==> src/rtl/urv_writeback.sv <==
// urv_writeback: final uRV pipeline stage - waits for memory completion,
// aligns/extends load data, selects the rd source and drives a registered
// register-file write port, with a bus-timeout watchdog.
// Ports:
//   clk_i, rst_i (async, active-low)
//   x_* : X/W pipeline register contents from execute
//   dm_data_l_i, dm_load_done_i, dm_store_done_i : data-memory completion
//   w_stall_req_o, w_load_hazard_o, w_bus_error_o : pipeline control
//   rf_rd_write_o, rf_rd_o, rf_rd_value_o : registered register-file write port
module urv_writeback #(
    parameter int G_TIMEOUT = 255
) (
    input  logic        clk_i,
    input  logic        rst_i,
    input  logic        x_valid_i,
    input  logic [2:0]  x_fun_i,
    input  logic        x_load_i,
    input  logic        x_store_i,
    input  logic [4:0]  x_rd_i,
    input  logic        x_rd_write_i,
    input  logic [1:0]  x_rd_source_i,
    input  logic [31:0] x_rd_value_i,
    input  logic [31:0] x_rd_shifter_i,
    input  logic [31:0] x_rd_multiply_i,
    input  logic [31:0] x_dm_addr_i,
    input  logic [31:0] dm_data_l_i,
    input  logic        dm_load_done_i,
    input  logic        dm_store_done_i,
    output logic        w_stall_req_o,
    output logic        w_load_hazard_o,
    output logic        w_bus_error_o,
    output logic        rf_rd_write_o,
    output logic [4:0]  rf_rd_o,
    output logic [31:0] rf_rd_value_o
);
    typedef enum logic {IDLE, WAIT_MEM} state_t;
    state_t state, state_next;
    logic [15:0] cnt;
    logic mem_op, done, complete, timeout;
    logic [7:0] lb;
    logic [15:0] lh;
    logic [31:0] load_data, rd_value;
    logic unused;
    // only the lane bits of the address matter here
    assign unused = ^x_dm_addr_i[31:2];
    assign w_load_hazard_o = x_valid_i & x_load_i & ~dm_load_done_i;
    assign lb = x_dm_addr_i[1] ? (x_dm_addr_i[0] ? dm_data_l_i[31:24] : dm_data_l_i[23:16])
                               : (x_dm_addr_i[0] ? dm_data_l_i[15:8]  : dm_data_l_i[7:0]);
    assign lh = x_dm_addr_i[1] ? dm_data_l_i[31:16] : dm_data_l_i[15:0];
    always_comb begin
        load_data = 32'h0;
        case (x_fun_i)
            3'b000: load_data = {{24{lb[7]}}, lb};
            3'b100: load_data = {24'h0, lb};
            3'b001: load_data = {{16{lh[15]}}, lh};
            3'b101: load_data = {16'h0, lh};
            3'b010: load_data = dm_data_l_i;
            default: load_data = 32'h0;
        endcase
    end
    assign rd_value = x_rd_source_i == 2'd0 ? x_rd_value_i :
                      x_rd_source_i == 2'd1 ? x_rd_shifter_i :
                      x_rd_source_i == 2'd2 ? x_rd_multiply_i : load_data;
    always_comb begin
        mem_op = x_valid_i & (x_load_i | x_store_i);
        done = x_load_i ? dm_load_done_i : dm_store_done_i;
        state_next = state;
        complete = 1'b0;
        timeout = 1'b0;
        w_stall_req_o = 1'b0;
        if (state == IDLE) begin
            complete = x_valid_i & (~mem_op | done);
            w_stall_req_o = mem_op & ~done;
            if (mem_op & ~done) state_next = WAIT_MEM;
        end else begin
            complete = done;
            // completion wins over timeout on the limit cycle
            timeout = ~done && cnt == 16'(G_TIMEOUT);
            w_stall_req_o = ~done;
            if (done | timeout) state_next = IDLE;
        end
    end
    always_ff @(posedge clk_i or negedge rst_i) begin
        if (!rst_i) begin
            state <= IDLE;
            cnt <= 16'h0;
            w_bus_error_o <= 1'b0;
            rf_rd_write_o <= 1'b0;
            rf_rd_o <= 5'h0;
            rf_rd_value_o <= 32'h0;
        end else begin
            state <= state_next;
            cnt <= state_next == WAIT_MEM ? (state == IDLE ? 16'h1 : cnt + 16'h1) : 16'h0;
            w_bus_error_o <= timeout;
            rf_rd_write_o <= complete & x_rd_write_i & ~x_store_i & (x_rd_i != 5'h0);
            if (complete) begin
                rf_rd_o <= x_rd_i;
                rf_rd_value_o <= rd_value;
            end
        end
    end
endmodule

==> config.mk <==
export PLATFORM = sky130hd
export DESIGN_NAME = urv_writeback
export DESIGN_NICKNAME = d
export VERILOG_FILES = /design/src/rtl/urv_writeback.sv
export SDC_FILE = /design/constraint.sdc
export NUM_CORES = 1
export LEC_CHECK = 0
export ABC_AREA = 0
export BUFFER_PORTS_ARGS = -buffer_cell sky130_fd_sc_hd__buf_2
export CAP_MARGIN = 20
export CORE_UTILIZATION = 30
export DETAILED_ROUTE_END_ITERATION = 6
export MAX_ROUTING_LAYER = met4
export PLACE_DENSITY = 0.58
export SYNTH_ARGS = -nofsm -noshare
export SYNTH_HDL_FRONTEND = slang
export SYNTH_SLANG_ARGS = --single-unit
==> constraint.sdc <==
create_clock -name clk_i -period 1.7 [get_ports clk_i]
set_input_delay 0.17 -clock clk_i [delete_from_list [all_inputs] [get_ports clk_i]]
set_output_delay 0.17 -clock clk_i [all_outputs]
set_load 0.01 [all_outputs]
==> results of run 1 <==
==> power groups by stage <==
stage | sequential, mW | clock, mW | combinational [mW]
floorplan | 1.72 | 0 | 0.580
global placement | 1.63 | 0 | 1.34
detailed placement | 1.64 | 0 | 1.36
CTS | 1.62 | 1.09 | 1.38
global route | 1.64 | 1.15 | 1.55
finish | 1.61 | 1.07 | 1.41
==> per-layer routing <==
layer	GRT usage, %	wire, um	part of all wire, %	vias up
met2	35.5	7170	48	160
met4	8.02	336	2.2	0
met1	28.4	6670	45	2164
li1	-	-	-	2182
met5	-	0	0	-
met3	2.99	757	5.1	22
==> cells by family (layout without fill, tap and decap cells) <==
family,count (synthesis),after routing
AO/OA/AOI/OAI,173,174
AND/OR/NAND/NOR,155,155
flip-flops,56,56
buffers and inverters,45,252
multiplexers,36,36
XOR/XNOR,14,14
adder cells (fa/ha/maj),1,1
other,0,2
==> registers in the layout, indices dropped and copies added, names as in the netlist <==
signal and cells:
rf_rd_value_o 32, rf_rd_o 5, rf_rd_write_o 1, cnt 16, w_bus_error_o 1, state 1
==> stage by stage <==
| step | instances | hold slack [ps] | power, mW | setup slack, ps |
|---|---|---|---|---|
| floorplan | 480 | -126 | 2.30 | -31.1 |
| global placement | 849 | 121 | 2.97 | -136 |
| detailed placement | 849 | 133 | 3.00 | -109 |
| CTS | 859 | 64.4 | 4.09 | -22.3 |
| global route | 861 | 75.4 | 4.34 | -120 |
| finish | 862 | 68.4 | 4.09 | -30.8 |
==> cell usage after synthesis (all sizes together), types with 4 or more instances <==
master	instances
o21ai	53
xnor2	5
a221oi	9
clkbuf	31
nand3	9
nand2	44
a221o	7
o2bb2ai	5
and3	4
xor2	9
a21o	5
mux2i	35
o21a	15
a2111oi	8
nor2	47
a21oi	40
nor3	15
buf	7
nand2b	7
dfrtp	56
inv	7
nor2b	13
o211ai	17
==> worst register-to-register path, delay by kind of cell, from the launching register on <==
family                 cells  cell delay [ps]
flip-flops                 1              410
AO/OA/AOI/OAI              4              790
buffers and inverters      1              230
AND/OR/NAND/NOR            1              230
==> area by class of cell <==
cell class	instances	area, um^2
clock buffers	5	125
diodes	2	5.00
flip-flops and latches	56	1400
fillers	1322	7140
multi-input cells	380	2500
inverters	7	26.3
well taps	172	215
repair buffers	237	1340
clock inverters	3	22.5
==> how the worst max path moves through the flow <==
stage	start	endpoint	cells after the start	slack (ps)
global route	state$_DFF_PN0_	rf_rd_value_o[17]$_DFFE_PN0N_	6	-120
CTS	state$_DFF_PN0_	rf_rd_value_o[29]$_DFFE_PN0N_	6	-20
floorplan	x_dm_addr_i[1]	rf_rd_value_o[10]$_DFFE_PN0N_	7	-30
finish	state$_DFF_PN0_	rf_rd_value_o[17]$_DFFE_PN0N_	6	-30
detailed placement	x_dm_addr_i[1]	rf_rd_value_o[14]$_DFFE_PN0N_	6	-110
global placement	state$_DFF_PN0_	rf_rd_value_o[13]$_DFFE_PN0N_	5	-140
==> timing repair <==
action | in CTS | in global routing
buffers inserted | 0 | 0
endpoints found under the setup margin | 21 | 31
pin swaps | 11 | 1
resized for setup | 5 | 16
hold buffers | 1 | 0
endpoints found under the hold margin | 14 | 0
gates cloned | 1 | 1
==> impl_metrics.toml, run 1 <==
[outcome]
outcome = "finished, violations left"
violations = "setup timing"

[die]
fp-row-count = 41
coreArea_um2 = 12800
die_w_um = 117
dieHeight_um = 117
dieArea_um2 = 13700
num_io_pins = 219
start_util_pct = 31.1

[yosys]
synth_top_area_share_pct = 35.2
synthSimpleGateAreaFrac_pct = 18.3
synth_cell_type_count = 49
async_flop_share_pct = 100
synthXorXnorAreaFrac_pct = 3.08
synth_edf_count = 0
yosys_register_bits = 56
yosys-top-cells-area = "dfrtp_1 (35%), mux2i_1 (8.8%), o21ai_1 (5.2%)"
synth_top_flop_cell = "dfrtp_1"
synth_top_area_cell = "dfrtp_1"
syn_nets = 659
synth_area_um2 = 3980
synthAdderAreaFrac_pct = 0.315
synth_top_family_by_area = "compound AO/OA/AOI/OAI gates"
muxShareOfSynthArea_pct = 9.38
syn_inst = 480
yosysSeqAreaShare_pct = 35.2
synth_area_per_cell_um2 = 8.28
yosysWarningCount = 0
synth-compound-area-share_pct = 28.9

[timing]
slew_violations = 0
slew_headroom_pct = 56.5
setup-violations-final = 7
fin_ws_ps = -30.8
finalCriticalPeriod_ps = 1730
finalHoldViolations = 0
fin_crit_sh_pct = 102
max_freq_mhz = 578
totalNegativeSetupSlack_ps = -141
tightest_slew_ps = 652
clock_skew_ps = 4.84
rsz0062_at_grt = "yes"

[place]
hpwl_um = 11700
gp_congestion = 0.907
port-buffer-count = 188
place_area_um2 = 5370

[global_routing]
grt_pass1_vias = 4384
grt_usage_pct = 22.1
gr-total-overflow = 0
antenna_found_initial = 1
grt_first_pass_wirelength_um = 22300
grt_max_degree = 43

[clock_tree]
cts_root_buf = "clkbuf_16"
path_clk_slew_ps = 80
insertion_delay_ps = 300
cts_tree = "yes"
clk_path_buf_depth = 2
cts_sinks = 56
cts-htree-levels = 2
cts_made_buffers = 5

[job]
cap_viol_max_count = 0

[drt]
drtPass1Iterations = 5
drc = 0
wl_per_cell_um = 17.3
initialDrtViolationCount = 297
drtAntennaViolNets = 0
viasPerCell = 5.25
vias = 4528
drt_wl_total_um = 14900

[critical_path]
crit_buf_inv = 1
reg2reg_depth = 6
reg2reg_from = "state$_DFF_PN0_"
crit_path_start_kind = "flop"
worst-r2r-setup-slack_ps = -30
crit_top_cell = "o21ai_1"
critPathSlowestCell = "dfrtp_1"
cp_max_fo = 7
crit_chain = "or2_2 -> o311ai_4 -> a2111oi_4 -> buf_4 -> o21ai_1 -> o21ai_1"
timing.rr.end = "rf_rd_value_o[17]$_DFFE_PN0N_"
critical_path_arrival_ps = 1950
cpPeakStageDelay_ps = 410
endpoint_kind = "flop"
crit_required_ps = 1920
crit_type = "flop to flop"
crit_family = "compound AO/OA/AOI/OAI gates"

[cells_and_area]
fin_area_um2 = 5640
nets = 866
final_common_cell = "buf_2"
drive_above_1_share_pct = 38.5
area_delta_synth_final_pct = 41.8
post-route-util_pct = 44.1
final_cell_mix = "buf_2 (188), dfrtp_1 (56), nor2_1 (46)"

[power_and_ir_drop]
p_comb_share_pct = 34.4
ir_worst_vdd_mv = 0.452
clkPwrFrac_pct = 26.1
p_leak_nw = 2.61
p_switching_mw = 1.40
power.internal_mw = 2.69
seqPwrFrac_pct = 39.5
p_per_area_nw_per_um2 = 725
sw_frac_of_total_pct = 34.2

[hold_path]
hp-class = "input port to flop"
min_path_cells = 3
hp-start = "x_rd_i[2]"
hold-path-endpoint = "rf_rd_o[2]$_DFFE_PN0N_"
No activity file was read; power rests on OpenSTA's default activity.
==> run 2, diff against run 1 <==
Settings changed: PLACE_DENSITY 0.58 to 0.56, REMOVE_ABC_BUFFERS set to 1.
Clock period 1.7 ns to 1.9 ns, I/O delays scaled along.
==> run 2 against run 1 <==
Effect of this change:
- clock power shrank 10%
- sequential share of layout area rose by 0.82 points
- flip-flop and latch count did not move
- worst hold slack improved by 24 ps
- final cell count fell by 2.1%
- clock-buffer cell count unchanged
- largest power group unchanged
- critical path depth shrank 1
- the run now ends clean
- clock skew rose by 2.7 ps
==> impl_metrics.toml, run 2 (synthesis gave the netlist of run 1 again) <==
[outcome]
outcome = "finished clean"

[drt]
vias = 4366
drtPass1Iterations = 6
viasPerCell = 5.17
wl_per_cell_um = 16.8
drc = 0
drtAntennaViolNets = 0
drt_wl_total_um = 14200
initialDrtViolationCount = 218

[job]
cap_viol_max_count = 0

[clock_tree]
cts_root_buf = "clkbuf_16"
cts_sinks = 56
clk_path_buf_depth = 2
insertion_delay_ps = 300
cts_tree = "yes"
path_clk_slew_ps = 80
cts-htree-levels = 2
cts_made_buffers = 5

[global_routing]
gr-total-overflow = 0
grt_max_degree = 33
grt_usage_pct = 21.6
grt_first_pass_wirelength_um = 21800
antenna_found_initial = 2
grt_pass1_vias = 4381

[critical_path]
crit_path_start_kind = "flop"
crit_type = "flop to flop"
reg2reg_depth = 5
cp_max_fo = 15
crit_required_ps = 2130
critical_path_arrival_ps = 1980
endpoint_kind = "flop"

[place]
place_area_um2 = 5270
gp_congestion = 0.857
hpwl_um = 11200
dp_cells = 832
port-buffer-count = 188

[timing]
finalCriticalPeriod_ps = 1760
slew_violations = 0
finalHoldViolations = 0
fin_crit_sh_pct = 92.5
slew_headroom_pct = 53.3
max_freq_mhz = 569
clock_skew_ps = 7.58
tightest_slew_ps = 699
setup-violations-final = 0
rsz0062_at_grt = "no"

[die]
dieHeight_um = 117
start_util_pct = 31.1
coreArea_um2 = 12800
dieArea_um2 = 13700
die_w_um = 117
fp-row-count = 41
num_io_pins = 219

[cells_and_area]
area_delta_synth_final_pct = 37.2
nets = 848
fin_area_um2 = 5460
regMostFlops = "rf_rd_value_o"
largest_registers = "rf_rd_value_o x32, cnt x16, rf_rd_o x5"
final_cell_mix = "buf_2 (188), dfrtp_1 (56), nor2_1 (46)"
drive_above_1_share_pct = 36.0
final_common_cell = "buf_2"
largest_reg_flops = 32
fin_cells = 844

[hold_path]
min_path_cells = 3
hp-class = "input port to flop"

[power_and_ir_drop]
p_leak_nw = 2.52
p_per_area_nw_per_um2 = 658
ir_worst_vdd_mv = 0.346
## run 2: final cells by class
class | instances | area (um^2)
repair buffers | 219 | 1210
well taps | 172 | 215
flip-flops and latches | 56 | 1400
fillers | 1330 | 7320
clock inverters | 3 | 26.3
multi-input cells | 380 | 2440
inverters | 7 | 26.3
diodes | 2 | 5.00
clock buffers | 5 | 125
## run 2: final timing paths
kind                                         from                           end  slack, ps
min                                     x_rd_i[0]        rf_rd_o[0]$_DFFE_PN0N_         90
min reg2reg                rf_rd_o[1]$_DFFE_PN0N_        rf_rd_o[1]$_DFFE_PN0N_        470
max                               state$_DFF_PN0_  rf_rd_value_o[3]$_DFFE_PN0N_        140
max reg2reg                       state$_DFF_PN0_  rf_rd_value_o[3]$_DFFE_PN0N_        140
min in group asynchronous                   rst_i              cnt[0]$_DFF_PN0_        450
max in group asynchronous                   rst_i  rf_rd_value_o[0]$_DFFE_PN0N_        830
## run 2: per-layer routing
metal / track usage, % / vias up / wire (um)
met1: 26.1 / 2029 / 6160
li1: - / 2154 / -
met2: 36.3 / 164 / 6840
met3: 4.43 / 19 / 906
met5: - / - / 0
met4: 6.84 / 0 / 284
## run 2: critical path: stages, from the launching register on
cell and delay, ps:
dfrtp_1 410, nor2_4 90, o311ai_2 630, buf_4 330
a21oi_1 70, a21oi_1 140
## run 2: timing repair
item	CTS	global route
endpoints found under the hold margin	24	0
setup endpoints to repair	0	15
setup buffers	0	0
hold buffers	1	0
resized for setup	0	3
## run 2: metrics by stage
stage          setup WS (ps)  TNS [ps]  hold WS [ps]  utilization [%]  total power [mW]
2_1_floorplan          -1070    -29010          -106                -              1.99
3_5_place_dp            36.7         0           260             41.2              2.64
5_1_grt                 22.5         0          92.3             42.7              3.82
6_report                 143         0          92.1             42.7              3.59
3_3_place_gp            66.6         0           258             41.2              2.62
4_1_cts                 71.9         0          83.1             42.5              3.62
## run 2: power by group
part / internal [mW] / switching, mW
combinational: 0.524 / 0.654
sequential: 1.35 / 0.0980
clock: 0.500 / 0.462
total: 2.38 / 1.21
